## src/rtl/mem_port_pkg.sv

```systemverilog
// Shared types and constants for the core-side fetch/memory port driver.
package mem_port_pkg;

  typedef enum logic [1:0] {
    ST_BOOT    = 2'd0,
    ST_RESTART = 2'd1,
    ST_DRAIN   = 2'd2,
    ST_RUN     = 2'd3
  } mp_state_e;

  localparam int LOAD_LAT = 2;

endpackage

```

## src/rtl/load_tracker.sv

```systemverilog
// Checks that load data returns exactly LOAD_LAT cycles after the load pulse
// and registers the returned data towards the core.
module load_tracker
  import mem_port_pkg::*;
#(
  parameter int D_WIDTH = 32
) (
  input  logic               clk,
  input  logic               rst_n,
  input  logic               issue_load,
  input  logic               load_data_valid_i,
  input  logic [D_WIDTH-1:0] load_data_i,
  output logic               resp_valid_o,
  output logic [D_WIDTH-1:0] resp_data_o,
  output logic               protocol_err_o
);

  logic [LOAD_LAT-1:0] exp_q;

  // Bit LOAD_LAT-1 holds the load issued LOAD_LAT cycles ago; any disagreement
  // with the strobe (early, late or spurious data) latches the error.
  always_ff @(posedge clk or negedge rst_n) begin
    if (!rst_n) begin
      exp_q          <= '0;
      resp_valid_o   <= 1'b0;
      resp_data_o    <= '0;
      protocol_err_o <= 1'b0;
    end else begin
      exp_q          <= {exp_q[LOAD_LAT-2:0], issue_load};
      resp_valid_o   <= load_data_valid_i;
      if (load_data_valid_i) resp_data_o <= load_data_i;
      protocol_err_o <= protocol_err_o | (load_data_valid_i != exp_q[LOAD_LAT-1]);
    end
  end

endmodule

```

## src/rtl/mem_port_driver.sv

```systemverilog
// Core-side initiator: turns load/store requests and redirects into restart and
// load/store pulses, squashes stale fetches and checks load return latency.
//
// state   | meaning
// BOOT    | first cycle out of reset, schedules restart at RESET_PC
// RESTART | restart_o pulse with addr_o = target
// DRAIN   | squash instructions fetched before the restart took effect
// RUN     | normal operation, requests accepted
module mem_port_driver
  import mem_port_pkg::*;
#(
  parameter int                 A_WIDTH  = 10,
  parameter int                 I_WIDTH  = 17,
  parameter int                 D_WIDTH  = 32,
  parameter int                 DRAIN    = 2,
  parameter logic [A_WIDTH-1:0] RESET_PC = '0
) (
  input  logic               clk,
  input  logic               rst_n,
  input  logic               req_valid_i,
  output logic               req_ready_o,
  input  logic               req_store_i,
  input  logic [A_WIDTH-1:0] req_addr_i,
  input  logic [D_WIDTH-1:0] req_data_i,
  input  logic               redirect_valid_i,
  input  logic [A_WIDTH-1:0] redirect_pc_i,
  output logic               resp_valid_o,
  output logic [D_WIDTH-1:0] resp_data_o,
  output logic               restart_o,
  output logic               load_store_valid_o,
  output logic               store_en_o,
  output logic [A_WIDTH-1:0] addr_o,
  output logic [D_WIDTH-1:0] store_data_o,
  input  logic               load_data_valid_i,
  input  logic [D_WIDTH-1:0] load_data_i,
  input  logic               instr_valid_i,
  input  logic [I_WIDTH-1:0] instr_i,
  output logic               instr_valid_o,
  output logic [I_WIDTH-1:0] instr_o,
  output logic               protocol_err_o
);

  localparam int CW = (DRAIN > 1) ? $clog2(DRAIN) : 1;
  localparam logic [CW-1:0] DRAIN_LAST = CW'(DRAIN - 1);

  mp_state_e          state_q, state_d;
  logic [CW-1:0]      cnt_q, cnt_d;
  logic               accept;
  logic [A_WIDTH-1:0] target;

  always_ff @(posedge clk or negedge rst_n) begin
    if (!rst_n) begin
      state_q <= ST_BOOT;
      cnt_q   <= '0;
    end else begin
      state_q <= state_d;
      cnt_q   <= cnt_d;
    end
  end

  always_comb begin
    state_d = state_q;
    cnt_d   = cnt_q;
    accept  = 1'b0;
    target  = (state_q == ST_BOOT) ? RESET_PC : redirect_pc_i;
    case (state_q)
      ST_BOOT: state_d = ST_RESTART;
      ST_RESTART: begin
        if (redirect_valid_i) begin
          state_d = ST_RESTART;
        end else begin
          state_d = ST_DRAIN;
          cnt_d   = DRAIN_LAST;
        end
      end
      ST_DRAIN: begin
        if (redirect_valid_i)  state_d = ST_RESTART;
        else if (cnt_q == '0)  state_d = ST_RUN;
        else                   cnt_d   = cnt_q - 1'b1;
      end
      ST_RUN: begin
        if (redirect_valid_i) state_d = ST_RESTART;
        else                  accept  = req_valid_i;
      end
      default: state_d = ST_BOOT;
    endcase
  end

  assign req_ready_o   = (state_q == ST_RUN) & ~redirect_valid_i;
  assign instr_valid_o = instr_valid_i & (state_q == ST_RUN);
  assign instr_o       = instr_i;

  // Pulses are registered off the next state so restart_o lines up with RESTART.
  always_ff @(posedge clk or negedge rst_n) begin
    if (!rst_n) begin
      restart_o          <= 1'b0;
      load_store_valid_o <= 1'b0;
      store_en_o         <= 1'b0;
      addr_o             <= '0;
      store_data_o       <= '0;
    end else begin
      restart_o          <= (state_d == ST_RESTART);
      load_store_valid_o <= accept;
      store_en_o         <= accept & req_store_i;
      if (state_d == ST_RESTART) addr_o <= target;
      else if (accept)           addr_o <= req_addr_i;
      if (accept) store_data_o <= req_data_i;
    end
  end

  load_tracker #(.D_WIDTH(D_WIDTH)) u_load_tracker (
    .clk              (clk),
    .rst_n            (rst_n),
    .issue_load       (load_store_valid_o & ~store_en_o),
    .load_data_valid_i(load_data_valid_i),
    .load_data_i      (load_data_i),
    .resp_valid_o     (resp_valid_o),
    .resp_data_o      (resp_data_o),
    .protocol_err_o   (protocol_err_o)
  );

endmodule

```

## config.mk

```make
export PLATFORM = sky130hd
export DESIGN_NAME = mem_port_driver
export DESIGN_NICKNAME = d
export VERILOG_FILES = /design/src/rtl/mem_port_pkg.sv /design/src/rtl/load_tracker.sv /design/src/rtl/mem_port_driver.sv
export SDC_FILE = /design/constraint.sdc
export NUM_CORES = 1
export LEC_CHECK = 0
export ABC_AREA = 1
export BUFFER_PORTS_ARGS = -buffer_cell sky130_fd_sc_hd__buf_2
export CAP_MARGIN = 20
export CORE_MARGIN = 2
export CORE_UTILIZATION = 37
export CTS_BUF_LIST = sky130_fd_sc_hd__clkbuf_16
export CTS_CLUSTER_DIAMETER = 40
export DETAILED_ROUTE_END_ITERATION = 16
export PLACE_DENSITY = 0.7
export SLEW_MARGIN = 20
export SYNTH_ARGS = -nofsm -noshare
export SYNTH_HDL_FRONTEND = slang
export SYNTH_SLANG_ARGS = --single-unit
```

## constraint.sdc

```tcl
create_clock -name clk -period 2.34 [get_ports clk]
set_clock_uncertainty 0.2 [all_clocks]
set_input_delay 0.702 -clock clk [delete_from_list [all_inputs] [get_ports clk]]
set_output_delay 0.702 -clock clk [all_outputs]
set_load 0.02 [all_outputs]
```

Word-level counts from Yosys, hierarchy flattened

Index checks and enable logic that the tools add are counted.

Add/subtract/negate cells: 1
Equality and inequality tests: 7
Muxes and demuxes: 14
Bitwise operators: 7
Reductions and logical operators: 4

Operators by type and width:

| operator              | number |
|---|---|
| $mux W10              | 3 |
| $mux W2               | 4 |
| $pmux W2 S4           | 1 |
| $mux W1               | 5 |
| $and A1 B1 Y1         | 4 |
| $eq A2 B1 Y1 const B  | 2 |
| $eq A2 B2 Y1 const B  | 2 |
| $ne A2 B2 Y1 const B  | 2 |
| $reduce_bool A2 Y1    | 2 |
| $reduce_and A3 Y1     | 1 |
| $logic_not A2 Y1      | 1 |
| $not A1 Y1            | 2 |
| $pmux W1 S2           | 1 |
| $ne A1 B1 Y1          | 1 |
| $or A1 B1 Y1          | 1 |
| $sub A1 B1 Y1 const B | 1 |

Bits in registers: 84
Output and inout bits: 98
Logic and storage cells: 44

Longest topological paths before layout

Depth in word-level cells: 5
Depth in mapped cells: 7

Cells and area by module

Synthesis repeated with hierarchy kept, for this count alone.

Cell total of the unflattened synthesis: 422
Area total of the unflattened synthesis: 3614.7 µm²

Modules (own cells, without submodules):

| module          | instances | cells each | area each (µm²) | sequential area each (µm²) |
|---|---|---|---|---|
| mem_port_driver | 1         | 277        | 2225.9          | 1201.2 |
| load_tracker    | 1         | 145        | 1388.8          | 900.9 |

Worst setup path before layout

No wires, ideal clock.

Path type: input port to output port
Start point: input redirect_valid_i
End point: output req_ready_o
Arrival time: 1.158 ns
Setup slack: 0.280 ns
Stages on the path: 2
Path through: buf_2 -> nor2_1

Cells in the longest elaborated chain, start to end: 2

RTL lines:

| element            | line                  | RTL |
|---|---|---|
| start: declaration | mem_port_driver.sv:25 | `input logic redirect_valid_i,` |
| $not A1 Y1         | mem_port_driver.sv:89 | `assign req_ready_o = (state_q == ST_RUN) & ~redirect_valid_i;` |
| $and A1 B1 Y1      | mem_port_driver.sv:89 |  |
| end: declaration   | mem_port_driver.sv:21 | `output logic req_ready_o,` |

Every way passes these cells.

Worst setup path in the final report

Start point: register state_q[0]
End point: output instr_valid_o

Cells in the longest elaborated chain, start to end: 2

RTL lines:

| element                  | line                  | RTL |
|---|---|---|
| start: declaration       | mem_port_driver.sv:46 | `mp_state_e state_q, state_d;` |
| start signal: assignment | mem_port_driver.sv:56 | `state_q <= state_d;` |
| $eq A2 B2 Y1             | mem_port_driver.sv:90 | `assign instr_valid_o = instr_valid_i & (state_q == ST_RUN);` |
| $and A1 B1 Y1            | mem_port_driver.sv:90 |  |
| end: declaration         | mem_port_driver.sv:38 | `output logic instr_valid_o,` |

Every way passes these cells.

==> qor.yml <==
fillers: 866
peakVddDrop_mv: 0.391
switchingPower_uw: 1320
hold_violations: 0
first_global_vias: 2762
pwr-share-clk_pct: 32.3
synthAdderAreaFrac_pct: 0
cts_buffer_depth: 2
grt_use_met2_pct: 25.4
numCtsBuffers: 9
critPathSlowestCell: "dfrtp_1"
worstSkewPairLatency_ps: 320
fin_setup_tns_ps: 0
combPwrFrac_pct: 24.3
period_needed_ps: 2000
io_pins: 206
worstSetupEndpointType: "output pin"
globalplace.congestion: 0.795
start_kind: "flip-flop"
synthSimpleGateAreaFrac_pct: 20.8
vias: 2776
max_stage_delay_ps: 410
yosysSeqAreaShare_pct: 59.7
switching_share_pct: 31.2
cts_hold_buf: 0
cts.sinks: 84
multi_input_area_sq_um: 1110
std_cell_rows: 35
slew_headroom_pct: 73.5
use_met1_pct: 18.8
htreeDepth: 3
internal_power_uw: 2910
cts_root_buffer: "clkbuf_16"
drt_iter0_markers: 71
grtUsageTotal_pct: 15.3
drc_errors: 0
most-common-layout-cells: "buf_2 (170), nand2_1 (131), dfrtp_1 (84)"
required_ps: 1440
crit_fanout: 5
drive_above_1_share_pct: 46.7
muxShareOfSynthArea_pct: 10.2
leakage_uw: 0.00266
power.share.sequential_pct: 43.4
diodes: 0
die_x_um: 102
status: "finished, final reports clean"
critPathKind: "flip-flop to output pin"
synth_compound_area_share_pct: 0.497
final_common_cell: "buf_2"
cp.arrival_ps: 1100
timing.final.crit_share_pct: 85.5
viasPerCell: 4.30
rsz0062_at_grt: "false"
synth_area_sq_um: 3520
tightest_slew_ps: 398
grt_max_degree: 50
area_growth_pct: 33.2
layout.nets: 619
setup_viol: 0
top_usage_layer: "met2"
core_area_sq_um: 9240
cts_resized: 0
power_density_nw_per_um2: 901
path_cells: "nand2_2 > nor2_1 > buf_2"
synthDistinctLibCells: 18
synthXorXnorAreaFrac_pct: 0
die_height_um: 102
worst-path-stages: 3
ys_ff_latch: 84
syn_avg_cell_area_sq_um: 10.0
yosysTopAreaCell: "dfrtp_1"
timing.fmax_mhz: 500
final_antenna_net_count: 0
stdcell_count: 645
cts_setup_buffers: 0
crit_family: "flip-flops"
wire_per_inst_um: 12.3
yosysWarnings: 0
dp.cells: 629
dp_hpwl_um: 5990
rr_worst_depth: 6
synth_top_family_by_area: "simple AND/OR/NAND/NOR gates"
dr.pass1.iters: 4
synth_cells: 352
dieArea_sq_um: 10300
cts_tree: "built"
synth_nets: 460
crit_buf_inv: 1
slew_viol_final: 0
hold_path.class: "input pin to asynchronous set/reset pin"
grt_pass1_wl_um: 12400
yosysTopAreaCellShare_pct: 59.7
synth_area_leaders: "dfrtp_1 (60%), nand2_1 (14%), mux2_2 (10%)"
port_buffers: 171
drv_cap: 0
detail_route.wirelength_um: 7960
overflow: 0
grtUsageMet3_pct: 4.00
seq_area_sq_um: 2100
clk_pin_slew_worst_paths_ps: 60
antenna_found_initial: 0
initial_core_util_pct: 38.1
==> layer usage <==
layer / routed length [um] / vias up
met5: 0 / -
met4: 120 / 0
met3: 633 / 11
met2: 3620 / 123
met1: 3580 / 1252
li1: - / 1390
==> power by group through the flow <==
stage               Combinational [uW]  Sequential (uW)  Clock [uW]
floorplan                          351             2150           0
global placement                  1030             1850           0
detailed placement                1050             1860           0
CTS                               1050             1840        1420
global route                      1130             1860        1480
finish                            1030             1830        1360
==> synthesized netlist by cell type <==
master and instances:
a21oi_1 1, buf_2 9, buf_4 18, buf_6 3
buf_8 1, dfrtp_1 84, inv_1 19, inv_2 1
inv_4 1, mux2_2 32, nand2_1 131, nand2_2 11
nand2_4 1, nand3_1 11, nor2_1 25, nor2_2 2
o211ai_1 1, o21ai_0 1
==> worst paths after layout <==
kind	from	end	slack [ps]
setup / recovery	state_q[0]	instr_valid_o	340
hold / removal	rst_n	store_data_o[10]	100
setup reg to reg	state_q[0]	store_data_o[21]	830
hold reg to reg	u_load_tracker.exp_q[0]	u_load_tracker.exp_q[1]	150
max in group asynchronous	rst_n	u_load_tracker.resp_data_o[4]	1250
min in group clk	u_load_tracker.exp_q[0]	u_load_tracker.exp_q[1]	150
==> kinds of logic after synthesis <==
group / after synthesis
simple gates: 181
buf+inv: 52
mux: 32
compound gates: 3
flops: 84
==> per-stage QoR <==
stage	instance area [sq um]	util [%]	hold slack, ps	power (uW)	setup slack, ps
finish	4690	50.8	99.0	4230	340
floorplan	3520	-	131	2500	280
global route	4690	50.8	120	4470	269
detailed placement	4400	47.6	139	2900	369
global placement	4400	47.6	144	2880	374
CTS	4690	50.8	101	4300	315
==> registers in the layout, summed over array words and instances, names as in the netlist <==
register                       count
store_data_o                      32
u_load_tracker.resp_data_o        32
addr_o                            10
state_q                            2
u_load_tracker.exp_q               2
cnt_q                              1
load_store_valid_o                 1
restart_o                          1
store_en_o                         1
u_load_tracker.protocol_err_o      1
u_load_tracker.resp_valid_o        1
==> worst register-to-register path, delay by kind of cell, from the launching register on <==
kind                   cells  cell delay, ps
and+or+nand+nor            4             430
buffers and inverters      2             410
DFF                        1             410
==> area by class of cell <==
| class | count | share of cell area, % |
|---|---|---|
| clock inverter | 7 | 1.44 |
| sequential | 84 | 44.8 |
| tap | 129 | 3.44 |
| timing repair buffer | 179 | 20.1 |
| multi-input combinational | 216 | 23.7 |
| inverter | 21 | 1.73 |
| clock buffer | 9 | 4.80 |
Note: power is estimated with default switching activity, not from simulation.
